<file path="src/rtl/fetch_unit_if.sv">
// Instruction-memory read port: request/address out, data/ack back.
interface fetch_unit_if;
    localparam int unsigned AW = 32;
    localparam int unsigned DW = 32;

    logic          imem_req;
    logic [AW-1:0] imem_addr;
    logic [DW-1:0] imem_rdata;
    logic          imem_ack;

    modport master (output imem_req, output imem_addr, input imem_rdata, input imem_ack);
    modport slave  (input imem_req, input imem_addr, output imem_rdata, output imem_ack);
endinterface

</file>
<file path="src/rtl/fetch_unit.sv">
// Single-outstanding instruction fetch unit with stall hold and branch redirect.
// Optional macro FETCH_MISALIGN_CHK_EN: halt with a sticky flag on misaligned branch targets.
module fetch_unit #(
    parameter logic [31:0] RESET_PC = 32'h0000_0000
) (
    input  logic                clk,
    input  logic                rst,
    fetch_unit_if.master        imem,
    input  logic                PCsrc,
    input  logic [31:0]         ImmOp,
    input  logic                stall,
    output logic [31:0]         PC,
    output logic [31:0]         instr,
    output logic                instr_valid,
    output logic [31:0]         instr_count,
    output logic                misalign_err
);
    localparam int unsigned XLEN = 32;

`ifdef FETCH_MISALIGN_CHK_EN
    typedef enum logic [1:0] {S_IDLE, S_REQ, S_VALID, S_HALT} state_t;
`else
    typedef enum logic [1:0] {S_IDLE, S_REQ, S_VALID} state_t;
`endif

    state_t          r_state;
    state_t          w_state_nxt;
    logic [XLEN-1:0] r_pc;
    logic [XLEN-1:0] w_pc_nxt;
    logic [XLEN-1:0] w_target;
    logic [XLEN-1:0] r_instr;
    logic [XLEN-1:0] r_count;
    logic            r_instr_valid;
    logic            r_imem_req;
    logic            w_capture;
    logic            w_accept;
`ifdef FETCH_MISALIGN_CHK_EN
    logic            w_misalign_set;
    logic            r_misalign;
`endif

    assign w_target = r_pc + ImmOp;

    // State register
    always_ff @(posedge clk or posedge rst) begin
        if (rst) begin
            r_state <= S_IDLE;
        end else begin
            r_state <= w_state_nxt;
        end
    end

    // Next-state, capture/accept strobes and next PC
    always_comb begin
        w_state_nxt = r_state;
        w_pc_nxt    = r_pc;
        w_capture   = 1'b0;
        w_accept    = 1'b0;
`ifdef FETCH_MISALIGN_CHK_EN
        w_misalign_set = 1'b0;
`endif
        case (r_state)
            S_IDLE: w_state_nxt = S_REQ;
            S_REQ: begin
                if (imem.imem_ack) begin
                    w_capture   = 1'b1;
                    w_state_nxt = S_VALID;
                end
            end
            S_VALID: begin
                if (!stall) begin
                    w_accept    = 1'b1;
                    w_state_nxt = S_REQ;
                    if (PCsrc) begin
`ifdef FETCH_MISALIGN_CHK_EN
                        w_pc_nxt = w_target;
                        if (w_target[1:0] != 2'b00) begin
                            w_misalign_set = 1'b1;
                            w_state_nxt    = S_HALT;
                        end
`else
                        w_pc_nxt = w_target & ~XLEN'(3);
`endif
                    end else begin
                        w_pc_nxt = r_pc + XLEN'(4);
                    end
                end
            end
`ifdef FETCH_MISALIGN_CHK_EN
            S_HALT: w_state_nxt = S_HALT;
`endif
            default: w_state_nxt = S_IDLE;
        endcase
    end

    // Request is registered off the next state so it drops with the state change
    always_ff @(posedge clk or posedge rst) begin
        if (rst) begin
            r_imem_req <= 1'b0;
        end else begin
            r_imem_req <= (w_state_nxt == S_REQ);
        end
    end

    // Datapath: PC, instruction buffer, accept counter
    always_ff @(posedge clk or posedge rst) begin
        if (rst) begin
            r_pc          <= RESET_PC;
            r_instr       <= '0;
            r_instr_valid <= 1'b0;
            r_count       <= '0;
        end else begin
            if (w_capture) begin
                r_instr       <= imem.imem_rdata;
                r_instr_valid <= 1'b1;
            end
            if (w_accept) begin
                r_pc          <= w_pc_nxt;
                r_instr_valid <= 1'b0;
                r_count       <= r_count + XLEN'(1);
            end
        end
    end

`ifdef FETCH_MISALIGN_CHK_EN
    always_ff @(posedge clk or posedge rst) begin
        if (rst) begin
            r_misalign <= 1'b0;
        end else if (w_misalign_set) begin
            r_misalign <= 1'b1;
        end
    end
    assign misalign_err = r_misalign;
`else
    assign misalign_err = 1'b0;
`endif

    assign imem.imem_req  = r_imem_req;
    assign imem.imem_addr = r_pc;
    assign PC             = r_pc;
    assign instr          = r_instr;
    assign instr_valid    = r_instr_valid;
    assign instr_count    = r_count;
endmodule

</file>
<file path="src/flat_wrapper.sv">
// flat-port wrapper written by rule: the top's interface ports become plain ports
module fetch_unit_flat 
#(
    parameter logic [31:0] RESET_PC = 32'h0000_0000
)
  (clk, rst, PCsrc, ImmOp, stall, PC, instr, instr_valid, instr_count, misalign_err, imem_imem_req, imem_imem_addr, imem_imem_rdata, imem_imem_ack);
  fetch_unit_if imem_i ();
  input  logic clk;
  input  logic rst;
  input  logic PCsrc;
  input  logic [31:0] ImmOp;
  input  logic stall;
  output logic [31:0] PC;
  output logic [31:0] instr;
  output logic instr_valid;
  output logic [31:0] instr_count;
  output logic misalign_err;
  output wire logic [$bits(imem_i.imem_req)-1:0] imem_imem_req;
  output wire logic [$bits(imem_i.imem_addr)-1:0] imem_imem_addr;
  input wire logic [$bits(imem_i.imem_rdata)-1:0] imem_imem_rdata;
  input wire logic [$bits(imem_i.imem_ack)-1:0] imem_imem_ack;
  assign imem_imem_req = imem_i.imem_req;
  assign imem_imem_addr = imem_i.imem_addr;
  assign imem_i.imem_rdata = imem_imem_rdata;
  assign imem_i.imem_ack = imem_imem_ack;
  fetch_unit #(.RESET_PC(RESET_PC)) u_core (.clk(clk), .rst(rst), .imem(imem_i), .PCsrc(PCsrc), .ImmOp(ImmOp), .stall(stall), .PC(PC), .instr(instr), .instr_valid(instr_valid), .instr_count(instr_count), .misalign_err(misalign_err));
endmodule
</file>
<file path="config.mk">
export PLATFORM = sky130hd
export DESIGN_NAME = fetch_unit_flat
export DESIGN_NICKNAME = d
export VERILOG_FILES = /design/src/rtl/fetch_unit_if.sv /design/src/rtl/fetch_unit.sv /design/src/flat_wrapper.sv
export SDC_FILE = /design/constraint.sdc
export NUM_CORES = 1
export LEC_CHECK = 0
export CORE_MARGIN = 4
export CORE_UTILIZATION = 47
export CTS_CLUSTER_DIAMETER = 50
export CTS_CLUSTER_SIZE = 24
export DETAILED_ROUTE_END_ITERATION = 10
export GPL_TIMING_DRIVEN = 0
export PLACE_DENSITY = 0.81
export SYNTH_ARGS = -nofsm -noshare
export SYNTH_HDL_FRONTEND = slang
export SYNTH_SLANG_ARGS = --single-unit
</file>
<file path="constraint.sdc">
create_clock -name clk -period 3.9 [get_ports clk]
set_input_delay 0.78 -clock clk [delete_from_list [all_inputs] [get_ports clk]]
set_output_delay 0.78 -clock clk [all_outputs]
set_load 0.02 [all_outputs]
</file>
==> results.toml, run 1 <==
[run_status]
status = "completed"

[critical_path]
arrival_ps = 3660
timing.rr.start = "u_core.PC[5]"
r2r_end = "u_core.PC[22]"
worstSetupEndpointType = "register"
r2r_cells = 9
critPathMaxFanout = 4
r2r_slack_ps = 750
worstSetupStartpointType = "primary input"
required_ps = 4140
path_class = "primary input to register"

[sta]
period_needed_ps = 3420
drv_slew = 0
hold_violations = 0
fmax_mhz = 292
setup_violations = 0
timing.final.crit_share_pct = 87.8
fin_ws_ps = 477
slew_headroom_pct = 51.9
hold_ws_ps = 484
rsz0062_at_grt = "false"
clock_skew_ps = 6.45
worst_pin_slew_ps = 718

[clock_network]
root_buffer = "clkbuf_16"
clock_sink_count = 98
clk_latency_ps = 340
cts_buffer_depth = 2
cts_tree = "done"
postCtsHoldBufs = 0
cts_resized = 0
cts_buffers = 9
cts_max_level = 3
cts.reportedPaths.clkPinSlew_ps = 70
cts_setup_buffers = 0

[detailed_routing]
via_per_inst = 5.63
dr_total_vias = 5863
antenna_left = 0
drcViolationCount = 0
drt-wirelength-per-cell_um = 17.0
firstDrtPassIters = 5
first_iter_violations = 458
wl_mm = 17.8

[yosys]
synth_xor_area_share_pct = 7.12
synth_fa_ha_area_share_pct = 6.18
yosysUniqueCellTypes = 72
synth_compound_area_share_pct = 16.8
seq_area_frac_synth_pct = 39.1
synth_cells = 658
yosys.area_share.simple_pct = 18.1
post_synth.cell_area_avg_sq_um = 9.54
synth-seq-cells = 98
synth_top_cell_area_share_pct = 39.1
async_flop_share_pct = 100
synth_mux_area_share_pct = 6.56
synthTopCellsByArea = "dfrtp_1 (39%), ha_1 (6.2%), mux2_2 (5.9%)"
synth.yosys.warnings = 0
synth_top_family_by_area = "simple AND/OR/NAND/NOR gates"
synthFlopType = "dfrtp_1"
synth_edf_count = 0
yosysTopAreaCell = "dfrtp_1"
syn-cell-area_sq_mm = 0.00628

[die]
die_w_um = 124
boundaryPins = 200
rows = 41
die-height_um = 124
die-area_sq_mm = 0.0153
start_util_pct = 48.9
core_area_sq_mm = 0.0128

[place]
place_congestion = 0.891
dpl.hpwl_mm = 13.7
pre_cts_ws_ps = 196
port_buffers = 191

[power]
power_frac_comb_pct = 59.4
power_leakage_nw = 3.70
swShare_pct = 43.0
clock_power_share_pct = 13.1
ir_drop_mv = 0.451
power_density_mw_per_mm2 = 761
seq_power_share_pct = 27.5
p_sw_mw = 2.86
p_total_mw = 6.65
p_int_mw = 3.79

[min_path]
hp-class = "register to register"
whs_path_depth = 1
min_to = "u_core.instr_count[31]"
hp-start = "u_core.instr_count[31]"

[cells_and_area]
diodes = 0
fin_nets = 965
syn_to_final_growth_pct = 39.2
drive_above_1_share_pct = 12.8

[flow_run]
maxCapViolCount = 0

[grt]
antenna_found_initial = 0
grt_overflow = 0
grt.total_usage_pct = 23.0
grt_pass1_wl_mm = 28.5
grt_max_degree = 60
grt_pass1_vias = 5737
-- power by group through the flow --
| stage | logic [mW] | clock network [mW] | registers (mW) |
|---|---|---|---|
| after floorplan | 2.03 | 0 | 2.16 |
| after detailed placement | 3.93 | 0 | 1.84 |
| after CTS | 3.95 | 0.890 | 1.82 |
| after global routing | 4.24 | 0.928 | 1.89 |
| after global placement | 3.86 | 0 | 1.81 |
| final | 3.95 | 0.873 | 1.83 |
-- state kept, by name, indices dropped and copies added, names as in the netlist --
| signal | flops |
|---|---|
| u_core.PC | 30 |
| u_core.imem.imem_req | 1 |
| u_core.instr | 32 |
| u_core.instr_count | 32 |
| u_core.instr_valid | 1 |
| u_core.r_state | 2 |
-- final cells by class --
class                      instances  area, sq um
fill                            1027         4080
multi-input combinational        499         3450
sequential                        98         2450
timing repair buffer             192         1940
buffer                            55          348
clock buffer                      10          239
tap                              172          215
clock inverter                     6         52.6
inverter                          10         40.0
-- cell usage after synthesis, drive strengths merged, types with 2 or more instances --
master  instances
nand3b          3
nor4b           2
a31o            2
a221oi          5
nand3          31
o21a            3
a21o           17
ha             31
o21bai          4
nor2b           5
o22a            5
buf            37
a32oi           3
a22oi           5
nand2          47
xor2           18
and3           17
a31oi          11
clkbuf         18
nand2b          2
mux2i           4
or2             3
o211ai          3
or3             3
a21oi          45
nor2           55
inv            10
o21ai          33
xnor2          33
dfrtp          98
nor3           17
nand4          17
and4            8
a211oi          2
and2            6
nor3b           2
mux2           33
-- per-stage QoR --
| step | instances | util (%) | setup TNS [ps] | area [sq um] |
|---|---|---|---|---|
| 2_1_floorplan | 662 | - | 0 | 6290 |
| 3_3_place_gp | 1025 | 65.6 | -85200 | 8420 |
| 4_1_cts | 1042 | 68.2 | 0 | 8740 |
| 6_report | 1042 | 68.2 | 0 | 8740 |
| 3_5_place_dp | 1026 | 65.9 | 0 | 8450 |
| 5_1_grt | 1042 | 68.2 | 0 | 8740 |
-- per-layer routing --
| metal | GRT usage [%] | up-vias | wire [um] |
|---|---|---|---|
| met4 | 5.47 | 0 | 241 |
| met1 | 30.1 | 2834 | 7350 |
| met5 | 0 | - | 0 |
| li1 | - | 2778 | - |
| met3 | 4.62 | 24 | 1160 |
| met2 | 39.1 | 227 | 9020 |
-- cells by family (layout without fill, tap and decap cells) --
group | after synthesis | in the layout
other | 1 | 5
AO/OA/AOI/OAI | 154 | 154
flip-flops | 98 | 98
XOR/XNOR | 51 | 51
AND/OR/NAND/NOR | 221 | 221
adder cells (fa/ha/maj) | 31 | 31
buffers and inverters | 65 | 273
multiplexers | 37 | 37
-- critical path, stage by stage --
cell and delay (ps):
clkdlybuf4s50_1 410, ha_1 350, a21o_1 240, a221oi_1 540, o221a_2 350, o21ai_0 140, a31oi_1 310, o21ai_0 150
xnor2_1 150, a221oi_1 240
-- placed cells by master (no fill, tap or decap), drive strengths merged, types with 6 or more instances in the layout --
cell           count
xnor2             33
mux2              33
and3              17
and4               8
nand3             31
a21o              17
nand4             17
o21ai             33
buf               38
ha                31
xor2              18
a21oi             45
a31oi             11
and2               6
dfrtp             98
clkbuf            28
nand2             47
nor3              17
inv               14
clkdlybuf4s50    191
nor2              55
-- worst max-delay path by stage --
stage	from	endpoint	slack, ps
6_report	ImmOp[5]	u_core.PC[22]	480
5_1_grt	ImmOp[5]	u_core.PC[22]	240
4_1_cts	ImmOp[5]	u_core.PC[22]	550
3_5_place_dp	ImmOp[5]	u_core.PC[22]	200
3_3_place_gp	rst	u_core.PC[23]	-870
2_1_floorplan	rst	u_core.PC[10]	560
Note: power is estimated with default switching activity, not from simulation.
==> run 2, diff against run 1 <==
- PLACE_DENSITY: 0.81 -> default
- PLACE_DENSITY_LB_ADDON: default -> 0.1
==> run 2 against run 1 <==
Wire length shrank 0.84%. Via count is 1.6% lower. Worst setup slack better by 49 ps. Non-clock buffer count unchanged. Highest routed layer unchanged. First-iteration DRC count fell by 4.4%. Maximum frequency grew 1.5%. Sequential share of layout area barely moved. Global-route usage shrank 0.18 points. Clock power grew 4.1%. Hold slack got worse by 5.1 ps. Register-to-register slack better by 90 ps.
==> results.toml, run 2 (synthesis gave the netlist of run 1 again) <==
[die]
die-area_sq_mm = 0.0153
core_area_sq_mm = 0.0128
rows = 41
die_w_um = 124
boundaryPins = 200
die-height_um = 124
start_util_pct = 48.9

[grt]
grt.total_usage_pct = 22.8
grt_pass1_wl_mm = 27.9
grt_overflow = 0
grt_max_degree = 54
antenna_found_initial = 0
grt_pass1_vias = 5637

[cells_and_area]
fin_nets = 965
regArea_sq_mm = 0.00245
final_common_cell = "clkdlybuf4s50_1"
syn_to_final_growth_pct = 39.4
drive_above_1_share_pct = 12.6
multiInputGateArea_sq_mm = 0.00345
nFillCells = 1047
layout_common_cells = "clkdlybuf4s50_1 (191), dfrtp_1 (98), nor2_1 (55), nand2_1 (46), a21oi_1 (45)"
diodes = 0

[detailed_routing]
drcViolationCount = 0
dr_total_vias = 5772
first_iter_violations = 438
wl_mm = 17.6
antenna_left = 0
drt-wirelength-per-cell_um = 16.9
firstDrtPassIters = 5
via_per_inst = 5.54

[clock_network]
cts_buffer_depth = 2
postCtsHoldBufs = 0
cts_setup_buffers = 0
clk_latency_ps = 340
cts_resized = 0
root_buffer = "clkbuf_16"
clock_sink_count = 98
cts_max_level = 3
cts.reportedPaths.clkPinSlew_ps = 70
cts_buffers = 9
cts_tree = "done"

[place]
dpl.hpwl_mm = 13.6
place_congestion = 0.887
port_buffers = 191
pre_cts_ws_ps = 191

[sta]
fin_ws_ps = 526
hold_ws_ps = 479
fmax_mhz = 296
fin_setup_tns_ps = 0
clock_skew_ps = 7.82
setup_violations = 0
worst_pin_slew_ps = 766
timing.final.crit_share_pct = 86.5
rsz0062_at_grt = "false"
period_needed_ps = 3370
hold_violations = 0
slew_headroom_pct = 48.7
drv_slew = 0

[power]
power_density_mw_per_mm2 = 763
ir_drop_mv = 0.468
p_total_mw = 6.68
power_leakage_nw = 3.70

[critical_path]
path_class = "primary input to register"
critPathMaxFanout = 4
worstSetupEndpointType = "register"
arrival_ps = 3610
worstSetupStartpointType = "primary input"
required_ps = 4140

[flow_run]
maxCapViolCount = 0

[run_status]
status = "completed"

[min_path]
hp-class = "register to register"
[run 2: cell types whose count changed in the layout (fill, tap and decap cells not counted), sizes merged]
cell,before,now
clkinv,2,0
clkinvlp,0,1
bufinv,0,1
[run 2: path summary, 6_finish.rpt]
path                                         from                endpoint  slack (ps)  depth (start not counted)
hold / removal             u_core.instr_count[31]  u_core.instr_count[31]         480                          1
hold reg to reg            u_core.instr_count[31]  u_core.instr_count[31]         480                          1
setup / recovery                         ImmOp[5]           u_core.PC[22]         530                         10
min in group asynchronous                     rst        u_core.instr[19]         860                          2
setup reg to reg                     u_core.PC[5]           u_core.PC[22]         840                          9
max in group asynchronous                     rst           u_core.PC[25]        2380                          3
[run 2: power by group]
| part | total (mW) | switching [mW] | internal [mW] | leakage, nW |
|---|---|---|---|---|
| sequential | 1.83 | 0.455 | 1.37 | 1.21 |
| combinational | 3.94 | 1.98 | 1.96 | 2.35 |
| clock | 0.909 | 0.401 | 0.507 | 0.144 |
| total | 6.68 | 2.84 | 3.84 | 3.70 |
[run 2: cell type report]
type | count | share of cell area (%)
multi-input cells | 499 | 39.5
flip-flops and latches | 98 | 28.0
repair buffers | 192 | 22.2
plain buffers | 55 | 3.97
clock buffers | 10 | 2.62
well taps | 172 | 2.46
clock inverters | 6 | 0.829
inverters | 10 | 0.458
[run 2: per-stage QoR]
step | utilization (%) | cell area [sq um] | std cells
global route | 68.2 | 8750 | 1042
CTS | 68.2 | 8750 | 1042
global placement | 65.6 | 8420 | 1025
detailed placement | 65.9 | 8450 | 1026
finish | 68.2 | 8750 | 1042
floorplan | - | 6290 | 662
[run 2: routing by layer]
metal	vias to the layer above	global-route usage (%)	share of wire, %
met5	-	0	0
met4	0	6.30	1.6
met3	28	5.44	7.3
met2	240	38.0	49
met1	2734	29.7	42
li1	2770	-	-
[run 2: critical path: stages]
cell             delay (ps)
clkdlybuf4s50_1         410
ha_1                    350
a21o_1                  230
a221oi_1                540
o221a_2                 340
o21ai_0                 130
a31oi_1                 280
o21ai_0                 140
xnor2_1                 150
a221oi_1                250
==> run 3, diff against run 2 <==
- CORE_UTILIZATION: 47 -> 43
- clock period: 3.9 -> 2.94 ns (I/O delays scaled with it)
==> run 3 against run 2 <==
Power rose by 36%. Clock skew fell by 0.89 ps. Hold slack improved by 16 ps. Clock-buffer cell count did not move. Combinational power rose by 38%. Wire length rose by 2.9%. Largest cell class unchanged.
==> results.toml, run 3 (synthesis gave the netlist of run 1 again) <==
[flow_run]
maxCapViolCount = 0

[grt]
grt_overflow = 0
grt_pass1_vias = 5951
antenna_found_initial = 0
grt_pass1_wl_mm = 29.3
grt_max_degree = 44
grt.total_usage_pct = 21.6

[cells_and_area]
final_common_cell = "clkdlybuf4s50_1"
utilization_pct = 63.9
fin_cells = 1059
final_cell_area_sq_mm = 0.00900
fin_nets = 975
regArea_sq_mm = 0.00245
layout_common_cells = "clkdlybuf4s50_1 (185), dfrtp_1 (96), nor2_1 (55), nand2_1 (46), buf_4 (45)"
syn_to_final_growth_pct = 43.4
multiInputGateArea_sq_mm = 0.00359
drive_above_1_share_pct = 15.6
diodes = 0
nFillCells = 1175

[power]
p_total_mw = 9.10
power_density_mw_per_mm2 = 1010
ir_drop_mv = 0.690
power_leakage_nw = 3.80

[sta]
timing.final.crit_share_pct = 97.2
setup_violations = 0
period_needed_ps = 2860
rsz0062_at_grt = "false"
hold_violations = 0
slew_headroom_pct = 49.5
clock_skew_ps = 6.93
drv_slew = 0
fmax_mhz = 350
worst_pin_slew_ps = 754

[min_path]
hp-class = "register to register"
whs_path_depth = 2

[clock_network]
cts_max_level = 3
clk_latency_ps = 340
clock_sink_count = 98
cts_buffer_depth = 2
cts_buffers = 9
cts.reportedPaths.clkPinSlew_ps = 70
cts_tree = "done"
root_buffer = "clkbuf_16"

[place]
place_area_sq_mm = 0.00847
dp.cells = 1035
port_buffers = 191
place_congestion = 0.903
dpl.hpwl_mm = 13.6

[detailed_routing]
dr_total_vias = 5873
via_per_inst = 5.55
firstDrtPassIters = 5
met3_length_mm = 1.06
routed.top_layer = "met4"
first_iter_violations = 359
wl_mm = 18.1
wl_met2_mm = 9.08
drt-met1-wl_mm = 7.64
antenna_left = 0
drcViolationCount = 0
drt-wirelength-per-cell_um = 17.1

[die]
die-area_sq_mm = 0.0166
boundaryPins = 200
core_area_sq_mm = 0.0141
die-height_um = 129
rows = 43
die_w_um = 129
start_util_pct = 44.5

[critical_path]
critPathMaxFanout = 7
arrival_ps = 3060
cp_slowest_cell = "clkdlybuf4s50_1"
critPathMaxStageDelay_ps = 400
worstSetupStartpointType = "primary input"
crit_chain = "clkdlybuf4s50_1 -> ha_1 -> a21o_1 -> a21o_1 -> a21o_1 -> o2bb2ai_1 -> or3_1 -> o32a_1 -> mux2i_1 -> a21oi_1"
path_depth = 10
crit_family = "compound AO/OA/AOI/OAI gates"
crit_top_cell = "a21o_1"
path_class = "primary input to register"
critPathBufInv = 1
r2r_cells = 9
worstSetupEndpointType = "register"
required_ps = 3140

[run_status]
status = "completed"
-- run 3: stage by stage --
stage               hold slack (ps)  TNS (ps)  setup WS, ps
floorplan                       548         0           224
global placement                465     -5150          -517
detailed placement              474     -6200          -610
CTS                             497         0          6.91
global route                    512         0         0.981
finish                          495         0          82.0
-- run 3: worst register-to-register path, stage by stage, from the launching register on --
cell	delay, ps
dfrtp_2	490
ha_4	330
and3_4	210
a22oi_2	70
or3_4	400
a31oi_4	260
a221o_4	250
o21ai_2	90
o41a_1	340
a221oi_2	210
-- run 3: power breakdown --
group | switching, mW | leakage, nW | internal, mW
registers | 0.626 | 1.21 | 1.82
logic | 2.70 | 2.45 | 2.75
clock network | 0.519 | 0.145 | 0.684
-- run 3: final timing paths --
path | startpoint | end | slack, ps
worst min-delay path | u_core.instr_valid | u_core.instr_valid | 490
min in group asynchronous | rst | u_core.instr[18] | 670
max in group asynchronous | rst | u_core.instr_count[26] | 1660
worst max-delay path | ImmOp[16] | u_core.PC[25] | 80
worst min register to register | u_core.instr_valid | u_core.instr_valid | 490
worst max register to register | u_core.PC[5] | u_core.PC[31] | 200
-- run 3: what timing repair did --
item                                   CTS  global route
endpoints found under the hold margin    0             0
resized for setup                       13            14
hold buffers                             0             0
buffers inserted                         4             6
setup endpoints to repair                6            11
pin swaps                                8             8
-- run 3: metal layers --
| layer | global-route usage (%) | up-vias |
|---|---|---|
| met5 | 0 | - |
| met2 | 37.3 | 202 |
| met4 | 5.62 | 0 |
| met3 | 4.40 | 26 |
| met1 | 27.7 | 2839 |
| li1 | - | 2806 |
-- run 3: cell type report --
class                           instances  area share [%]
Buffer                                 54            3.82
Clock buffer                           10            2.65
Clock inverter                          5           0.709
Inverter                               10           0.459
Multi-Input combinational cell        499            39.9
Sequential cell                        98            27.3
Tap cell                              180            2.50
Timing Repair Buffer                  203            22.6
